==> config.mk <==
export PLATFORM = sky130hd
export DESIGN_NAME = nibble_serial_adder_flat
export DESIGN_NICKNAME = d
export VERILOG_FILES = /design/src/rtl/nibble_serial_adder_if.sv /design/src/rtl/nibble_serial_adder.sv /design/src/flat_wrapper.sv
export SDC_FILE = /design/constraint.sdc
export NUM_CORES = 1
export LEC_CHECK = 0
export CAP_MARGIN = 0
export CORE_UTILIZATION = 56
export DETAILED_ROUTE_END_ITERATION = 8
export PLACE_DENSITY = 0.84
export SYNTH_ARGS = -nofsm -noshare
export SYNTH_HDL_FRONTEND = slang
export SYNTH_SLANG_ARGS = --single-unit
==> constraint.sdc <==
create_clock -name clk -period 5.5 [get_ports clk]
set_input_delay 1.1 -clock clk [delete_from_list [all_inputs] [get_ports clk]]
set_output_delay 1.1 -clock clk [all_outputs]
set_load 0.03 [all_outputs]
==> src/rtl/nibble_serial_adder_if.sv <==
// Request/result bundle for nibble_serial_adder.
// Optional subtract support is enabled by NIBBLE_SERIAL_ADDER_SUB_EN.
interface nibble_serial_adder_if #(
  parameter int WIDTH = 16
);
  // Handshake: start is taken at a rising edge only when busy=0. done pulses
  // for one cycle when sum/c_out are valid, and they hold until the next done.
  logic             start;
  logic [WIDTH-1:0] a;
  logic [WIDTH-1:0] b;
  logic             c_in;
  logic             busy;
  logic             done;
  logic [WIDTH-1:0] sum;
  logic             c_out;
`ifdef NIBBLE_SERIAL_ADDER_SUB_EN
  logic             sub;
  logic             ovf;

  modport master (output start, a, b, c_in, sub, input busy, done, sum, c_out, ovf);
  modport slave  (input start, a, b, c_in, sub, output busy, done, sum, c_out, ovf);
`else
  modport master (output start, a, b, c_in, input busy, done, sum, c_out);
  modport slave  (input start, a, b, c_in, output busy, done, sum, c_out);
`endif
endinterface

==> src/rtl/nibble_serial_adder.sv <==
// WIDTH-bit adder built by time-sharing one 4-bit ripple slice, LSB nibble first.
// Define NIBBLE_SERIAL_ADDER_SUB_EN to add the sub input and the ovf output.
module rca_4bit (
  input  logic [3:0] x,
  input  logic [3:0] y,
  input  logic       ci,
  output logic [3:0] s,
  output logic       co
);
  logic [4:0] c;

  always_comb begin
    c    = '0;
    s    = '0;
    c[0] = ci;
    for (int i = 0; i < 4; i++) begin
      s[i]   = x[i] ^ y[i] ^ c[i];
      c[i+1] = (x[i] & y[i]) | (c[i] & (x[i] ^ y[i]));
    end
  end

  assign co = c[4];
endmodule

module nibble_serial_adder #(
  parameter int WIDTH = 16
) (
  input  logic                clk,
  input  logic                reset_n,
  nibble_serial_adder_if.slave bus,
  output logic [1:0]          dbg_state
);
  localparam int N  = WIDTH / 4;
  localparam int IW = (N > 1) ? $clog2(N) : 1;
  localparam logic [IW-1:0] LAST = IW'(N - 1);

  typedef enum logic [1:0] {IDLE = 2'd0, RUN = 2'd1, DONE = 2'd2} state_t;

  state_t           state_q, state_d;
  logic [WIDTH-1:0] a_q, b_q, acc_q, acc_d, sum_q;
  logic [IW-1:0]    idx_q;
  logic             carry_q, c_out_q;
  logic [3:0]       nib_a, nib_b, nib_s;
  logic             nib_co;
  logic             accept, last;
`ifdef NIBBLE_SERIAL_ADDER_SUB_EN
  logic             sub_q, ovf_q;
`endif

  assign last = (idx_q == LAST);

  always_comb begin
    nib_a = a_q[{idx_q, 2'b00} +: 4];
    nib_b = b_q[{idx_q, 2'b00} +: 4];
`ifdef NIBBLE_SERIAL_ADDER_SUB_EN
    if (sub_q) nib_b = ~nib_b;
`endif
  end

  rca_4bit u_slice (
    .x  (nib_a),
    .y  (nib_b),
    .ci (carry_q),
    .s  (nib_s),
    .co (nib_co)
  );

  // acc_d is the accumulator with this cycle's nibble merged in, so the final
  // edge can publish the complete result directly into sum.
  always_comb begin
    acc_d                      = acc_q;
    acc_d[{idx_q, 2'b00} +: 4] = nib_s;
  end

  always_comb begin
    state_d = state_q;
    accept  = 1'b0;
    case (state_q)
      IDLE, DONE: begin
        if (bus.start) begin
          accept  = 1'b1;
          state_d = RUN;
        end else begin
          state_d = IDLE;
        end
      end
      RUN:     if (last) state_d = DONE;
      default: state_d = IDLE;
    endcase
  end

  always_ff @(posedge clk) begin
    if (!reset_n) begin
      state_q <= IDLE;
      a_q     <= '0;
      b_q     <= '0;
      acc_q   <= '0;
      sum_q   <= '0;
      idx_q   <= '0;
      carry_q <= 1'b0;
      c_out_q <= 1'b0;
`ifdef NIBBLE_SERIAL_ADDER_SUB_EN
      sub_q   <= 1'b0;
      ovf_q   <= 1'b0;
`endif
    end else begin
      state_q <= state_d;
      if (accept) begin
        a_q   <= bus.a;
        b_q   <= bus.b;
        acc_q <= '0;
        idx_q <= '0;
`ifdef NIBBLE_SERIAL_ADDER_SUB_EN
        sub_q   <= bus.sub;
        carry_q <= bus.sub | bus.c_in;
`else
        carry_q <= bus.c_in;
`endif
      end else if (state_q == RUN) begin
        acc_q   <= acc_d;
        carry_q <= nib_co;
        idx_q   <= idx_q + IW'(1);
        if (last) begin
          sum_q   <= acc_d;
          c_out_q <= nib_co;
`ifdef NIBBLE_SERIAL_ADDER_SUB_EN
          // Carry into the MSB is recovered from the slice's own MSB sum bit.
          ovf_q   <= (nib_a[3] ^ nib_b[3] ^ nib_s[3]) ^ nib_co;
`endif
        end
      end
    end
  end

  assign bus.busy  = (state_q == RUN);
  assign bus.done  = (state_q == DONE);
  assign bus.sum   = sum_q;
  assign bus.c_out = c_out_q;
`ifdef NIBBLE_SERIAL_ADDER_SUB_EN
  assign bus.ovf   = ovf_q;
`endif
  assign dbg_state = state_q;
endmodule
==> src/flat_wrapper.sv <==
// flat-port wrapper written by rule: the top's interface ports become plain ports
module nibble_serial_adder_flat 
#(
  parameter int WIDTH = 16
)
  (clk, reset_n, dbg_state, bus_start, bus_a, bus_b, bus_c_in, bus_busy, bus_done, bus_sum, bus_c_out);
  nibble_serial_adder_if #(.WIDTH(WIDTH)) bus_i ();
  input  logic clk;
  input  logic reset_n;
  output logic [1:0] dbg_state;
  input wire logic [$bits(bus_i.start)-1:0] bus_start;
  input wire logic [$bits(bus_i.a)-1:0] bus_a;
  input wire logic [$bits(bus_i.b)-1:0] bus_b;
  input wire logic [$bits(bus_i.c_in)-1:0] bus_c_in;
  output wire logic [$bits(bus_i.busy)-1:0] bus_busy;
  output wire logic [$bits(bus_i.done)-1:0] bus_done;
  output wire logic [$bits(bus_i.sum)-1:0] bus_sum;
  output wire logic [$bits(bus_i.c_out)-1:0] bus_c_out;
  assign bus_i.start = bus_start;
  assign bus_i.a = bus_a;
  assign bus_i.b = bus_b;
  assign bus_i.c_in = bus_c_in;
  assign bus_busy = bus_i.busy;
  assign bus_done = bus_i.done;
  assign bus_sum = bus_i.sum;
  assign bus_c_out = bus_i.c_out;
  nibble_serial_adder #(.WIDTH(WIDTH)) u_core (.clk(clk), .reset_n(reset_n), .bus(bus_i), .dbg_state(dbg_state));
endmodule
==> flow_metrics.env, run 1 <==
export IMPL_io_buffer_count=56
export IMPL_synthSimpleGateAreaFrac=0.183
export IMPL_post_place_cells=449
export IMPL_initial_core_util=0.581
export IMPL_status="finished clean"
export IMPL_switching_share=0.263
export IMPL_final_max_slew_violation_count=0
export IMPL_p_seq_frac=0.535
export IMPL_vias_per_cell=5.57
export IMPL_synth_seq_cells=70
export IMPL_drv_cap=0
export IMPL_fin_nets=434
export IMPL_max_freq_ghz=0.272
export IMPL_path_clk_slew_ns=0.07
export IMPL_clock_sinks=70
export IMPL_grt_pass1_vias=2501
export IMPL_dp_hpwl_um=4680
export IMPL_yosysUniqueCellTypes=33
export IMPL_wirelength_um=6800
export IMPL_yosys_warnings=0
export IMPL_slew_headroom=0.256
export IMPL_hold_depth=2
export IMPL_final_cell_mix="nand2_1, dfxtp_1, clkdlybuf4s50_1"
export IMPL_vias=2584
export IMPL_synth_top_family_by_area="compound AO/OA/AOI/OAI gates"
export IMPL_grt_ovfl_total=0
export IMPL_cts_buffer_depth=2
export IMPL_fill_cells=477
export IMPL_core_area_um2=5540
export IMPL_path_max_fanout=18
export IMPL_antenna_found_initial=0
export IMPL_required_ns=5.77
export IMPL_fin_area_um2=3860
export IMPL_worst_pin_slew_ns=1.11
export IMPL_cts_max_level=3
export IMPL_cts_tree="built"
export IMPL_synth_adder_area_share=0.0482
export IMPL_ant_nets=0
export IMPL_place_area_um2=3700
export IMPL_finalSetupViolations=0
export IMPL_regArea_um2=1400
export IMPL_n_antenna_cell=0
export IMPL_place_congestion=0.779
export IMPL_grt_setup_unrepaired="no"
export IMPL_die_y_um=77.8
export IMPL_multiInputGateArea_um2=1580
export IMPL_synth_cells=344
export IMPL_io_pins=57
export IMPL_synth_seq_area_share=0.435
export IMPL_hold_buffers=0
export IMPL_cts_root_buffer="clkbuf_8"
export IMPL_peakVddDrop_uv=139
export IMPL_r2r_cells=12
export IMPL_route_detailed_wl_per_inst_um=14.7
export IMPL_grt_max_degree=33
export IMPL_synth_area_um2=3220
export IMPL_grt_total_usage=0.250
export IMPL_avgSynthCellArea_um2=9.36
export IMPL_final_instance_count_excl_fill=464
export IMPL_clockPowerShare=0.342
export IMPL_synthesis_nets=390
export IMPL_fin_crit_ns=3.68
export IMPL_critPathLaunchType="register"
export IMPL_row_count=27
export IMPL_power_internal_uw=743
export IMPL_ff2ff_setup_slack_ns=1.82
export IMPL_fin_crit_sh=0.670
export IMPL_clk_latency_ns=0.35
export IMPL_p_total_uw=1010
export IMPL_crit_type="reg2reg"
export IMPL_yosysTopAreaCell="dfxtp_1"
export IMPL_skew_ns=0.0121
export IMPL_final_layout_size_suffix_gt1_frac=0.0918
export IMPL_end_kind="register"
export IMPL_powerDensity_nw_per_um2=261
export IMPL_muxShareOfSynthArea=0.0559
export IMPL_syn_to_final_growth_pct=19.8
export IMPL_setup_tns_ns=0
export IMPL_hp_class="reg2reg"
export IMPL_ctsResizeCount=0
export IMPL_arrival_ns=3.96
export IMPL_die_area_um2=6060
export IMPL_cts_buffers_inserted=9
export IMPL_synth_top_area_frac=0.435
export IMPL_comb_power_share=0.124
export IMPL_p_switching_uw=265
export IMPL_first_pass_iters=4
export IMPL_synth_area_leaders="dfxtp_1, nand2_1, a21boi_1"
export IMPL_synth_compound_area_frac=0.202
export IMPL_leakage_uw=0.00147
export IMPL_cts_setup_buffers=0
export IMPL_layout_commonest_cell="nand2_1"
export IMPL_final_util=0.696
export IMPL_remaining_drc_errors=0
export IMPL_dieWidth_um=77.8
export IMPL_drtIter0Drc=124
export IMPL_grt_pass1_wl_um=11600
export IMPL_hold_viol=0
export IMPL_synth_xor_area_share=0
[final cells by class]
| class | instances | share of cell area |
|---|---|---|
| clock buffer | 10 | 0.0331 |
| clock inverter | 5 | 0.00713 |
| inverter | 15 | 0.0146 |
| multi-input combinational | 234 | 0.410 |
| sequential | 70 | 0.363 |
| tap | 72 | 0.0233 |
| timing repair buffer | 58 | 0.149 |
[state kept, by name, indices dropped and copies added (netlist names)]
signal,flops
u_core.a_q,16
u_core.acc_q,16
u_core.b_q,16
u_core.bus.c_out,1
u_core.bus.sum,16
u_core.carry_q,1
u_core.dbg_state,2
u_core.idx_q,2
[cells in the mapped netlist]
cell type,count
nand2b_1,3
o21ai_1,1
nand3b_4,1
inv_2,1
o21ai_0,17
nand2_4,1
a221oi_1,14
and3_1,1
or3_1,2
inv_1,14
nand2_1,74
buf_6,10
buf_2,7
nand3b_1,4
ha_1,6
clkbuf_1,6
nor2b_1,4
a21oi_1,8
a32oi_1,14
fa_1,4
nand2b_4,1
and2_1,2
nor2_1,30
and4bb_2,1
buf_4,2
nand4bb_1,1
a21boi_0,3
mux4_2,8
and3b_1,3
a31oi_1,1
a21boi_1,24
dfxtp_1,70
a21boi_2,6
[power groups by stage]
stage               Sequential [uW]  Combinational [uW]  Clock [uW]
floorplan                       543                91.4           0
global placement                550                 122           0
detailed placement              551                 125           0
CTS                             539                 126         345
global route                    541                 140         367
finish                          539                 125         344
[final timing paths]
kind / endpoint / start
worst max-delay path: u_core.acc_q[11]$_SDFFE_PP0P_ / u_core.idx_q[0]$_SDFFE_PP0P_
worst min-delay path: u_core.a_q[15]$_SDFFE_PN0P_ / u_core.a_q[15]$_SDFFE_PN0P_
worst max register to register: u_core.acc_q[11]$_SDFFE_PP0P_ / u_core.idx_q[0]$_SDFFE_PP0P_
worst min register to register: u_core.a_q[15]$_SDFFE_PN0P_ / u_core.a_q[15]$_SDFFE_PN0P_
[logic make-up (layout without fill, tap and decap cells)]
logic type	count (synthesis)	after routing
AO/OA/AOI/OAI	88	88
adder cells (fa/ha/maj)	10	10
buffers and inverters	40	88
flip-flops	70	70
multiplexers	8	8
AND/OR/NAND/NOR	128	128
[critical path, stage by stage (launching register included)]
cell and delay [ns]:
dfxtp_1 0.85, mux4_2 0.58, inv_1 0.09, fa_1 0.17, inv_1 0.05, fa_1 0.36, inv_1 0.08, fa_1 0.16
inv_1 0.05, fa_1 0.52, nor2b_1 0.41, a32oi_1 0.19, nor2_1 0.11
[layer usage]
layer,track usage,routed length (um),part of all wire
met5,0,0,0
met4,0.121,172,0.025
met3,0.0635,338,0.050
met2,0.411,3300,0.48
met1,0.305,2990,0.44
[stage by stage]
| step | setup slack [ns] | hold slack [ns] |
|---|---|---|
| after floorplan | 2.43 | 0.432 |
| after CTS | 1.83 | 0.455 |
| after global placement | 2.00 | 0.440 |
| after detailed placement | 1.84 | 0.446 |
| after global routing | 1.50 | 0.483 |
| final | 1.82 | 0.454 |
Note: power is estimated with default switching activity, not from simulation.
==> inputs of run 2 (changes only) <==
Settings changed: CORE_UTILIZATION 56 to 52, PLACE_DENSITY 0.84 to 0.79.
Clock period 5.5 ns to 3.45 ns, I/O delays scaled along.
==> run 2 against run 1 <==
Net effect:
- sequential share of layout area shrank 0.64 points
- utilization shrank 3.7 points
- worst setup slack lost 1.6 ns
- critical path type unchanged
- largest cell class unchanged
==> flow_metrics.env, run 2 (same netlist as run 1, synthesis figures left out) <==
export IMPL_status="finished clean"
export IMPL_fin_nets=441
export IMPL_final_util=0.659
export IMPL_hold_buffers=0
export IMPL_fin_ws_ns=0.244
export IMPL_grt_total_usage=0.239
export IMPL_cp_common_cell="fa_1"
export IMPL_grt_setup_unrepaired="no"
export IMPL_n_antenna_cell=0
export IMPL_cts_root_buffer="clkbuf_8"
export IMPL_skew_ns=0.00599
export IMPL_drtIter0Drc=209
export IMPL_powerDensity_nw_per_um2=418
export IMPL_io_buffer_count=56
export IMPL_slew_headroom=0.402
export IMPL_die_y_um=80.7
export IMPL_place_area_um2=3760
export IMPL_drv_cap=0
export IMPL_dp_hpwl_um=4910
export IMPL_peakVddDrop_uv=276
export IMPL_power_internal_uw=1220
export IMPL_route_detailed_wl_per_inst_um=14.9
export IMPL_fin_area_um2=3930
export IMPL_path_clk_slew_ns=0.07
export IMPL_cts_max_level=3
export IMPL_final_max_slew_violation_count=0
export IMPL_comb_power_share=0.132
export IMPL_fin_crit_ns=3.21
export IMPL_wirelength_um=7060
export IMPL_vias_per_cell=5.52
export IMPL_critPathLaunchType="register"
export IMPL_use_met2=0.391
export IMPL_clockPowerShare=0.350
export IMPL_critPathTopFamily="adder cells"
export IMPL_fill_cells=484
export IMPL_crit_type="reg2reg"
export IMPL_finalSetupViolations=0
export IMPL_busiest_layer="met2"
export IMPL_grt_max_degree=31
export IMPL_syn_to_final_growth_pct=22.0
export IMPL_final_cell_mix="nand2_1, dfxtp_1, clkdlybuf4s50_1"
export IMPL_crit_buf_inv=3
export IMPL_row_count=28
export IMPL_final_layout_size_suffix_gt1_frac=0.108
export IMPL_core_area_um2=5960
export IMPL_arrival_ns=3.49
export IMPL_cts_tree="built"
export IMPL_initial_core_util=0.541
export IMPL_cp_cell_sequence="buf_4 > mux4_2 > fa_1 > inv_1 > fa_1 > inv_1 > fa_1 > nor2b_1 > a32oi_1 > nor2_1"
export IMPL_grtUsageMet3=0.0636
export IMPL_grt_pass1_wl_um=11800
export IMPL_p_seq_frac=0.518
export IMPL_hold_viol=0
export IMPL_io_pins=57
export IMPL_worst_path_max_delay_cell="mux4_2"
export IMPL_setup_tns_ns=0
export IMPL_grt_use_met1=0.305
export IMPL_antenna_found_initial=0
export IMPL_ctsResizeCount=0
export IMPL_ant_nets=0
export IMPL_cts_buffer_depth=2
export IMPL_dieWidth_um=80.7
export IMPL_path_max_fanout=11
export IMPL_required_ns=3.73
export IMPL_vias=2622
export IMPL_remaining_drc_errors=0
export IMPL_cpPeakStageDelay_ns=0.55
export IMPL_p_switching_uw=425
export IMPL_clock_sinks=70
export IMPL_grt_ovfl_total=0
export IMPL_switching_share=0.259
export IMPL_place_congestion=0.812
export IMPL_end_kind="register"
export IMPL_leakage_uw=0.00151
export IMPL_worst_pin_slew_ns=0.897
export IMPL_post_place_ws_ns=0.347
export IMPL_cts_buffers_inserted=9
export IMPL_layout_commonest_cell="nand2_1"
export IMPL_grt_pass1_vias=2481
export IMPL_max_freq_ghz=0.312
export IMPL_die_area_um2=6510
export IMPL_fin_hold_ws_ns=0.457
export IMPL_hp_class="reg2reg"
export IMPL_cts_setup_buffers=0
export IMPL_clk_latency_ns=0.35
export IMPL_first_pass_iters=5
export IMPL_fin_crit_sh=0.929
==> run 2: changes by cell type in the layout (fill, tap and decap cells not counted) <==
cell and delta:
clkinv_2 -1, buf_4 +7, clkbuf_8 +1, clkbuf_1 +1
==> run 2: worst register-to-register path: cells and delay by family, from the launching register on <==
family	cells	cell delay, ns
adders and majority gates	3	1.10
muxes	1	0.55
and+or+nand+nor	2	0.53
DFF	1	0.43
buffers and inverters	3	0.34
AOI/OAI and AO/OA	1	0.19
==> run 2: per-stage QoR <==
stage,power [uW],instances
floorplan,1010,344
global placement,1080,459
detailed placement,1080,459
CTS,1650,475
global route,1720,475
finish,1640,475
==> run 2: layout make-up <==
class                   instances  area (um2)  area share
clock buffers                  12         145      0.0370
multi-input cells             234        1580       0.402
repair buffers                 65         628       0.160
flip-flops and latches         70        1400       0.357
well taps                      75        93.8      0.0239
clock inverters                 4        22.5     0.00573
inverters                      15        56.3      0.0143
==> run 2: per-layer routing <==
layer | up-vias | routed length (um)
met1 | 1231 | 3100
met2 | 85 | 3400
met4 | 0 | 134
met3 | 12 | 425
li1 | 1294 | -
met5 | - | 0
==> run 2: path summary, 6_finish.rpt <==
kind	cells after the start	to	start	slack, ns
hold / removal	2	u_core.a_q[12]$_SDFFE_PN0P_	u_core.a_q[12]$_SDFFE_PN0P_	0.46
setup reg to reg	10	u_core.acc_q[15]$_SDFFE_PP0P_	u_core.idx_q[0]$_SDFFE_PP0P_	0.24
hold reg to reg	2	u_core.a_q[12]$_SDFFE_PN0P_	u_core.a_q[12]$_SDFFE_PN0P_	0.46
setup / recovery	10	u_core.acc_q[15]$_SDFFE_PP0P_	u_core.idx_q[0]$_SDFFE_PP0P_	0.24
==> run 2: power groups by stage <==
stage,Combinational [uW],Clock (uW),Sequential (uW)
finish,216,575,851
global route,237,627,853
CTS,216,584,850
detailed placement,215,0,869
global placement,211,0,869
floorplan,146,0,866
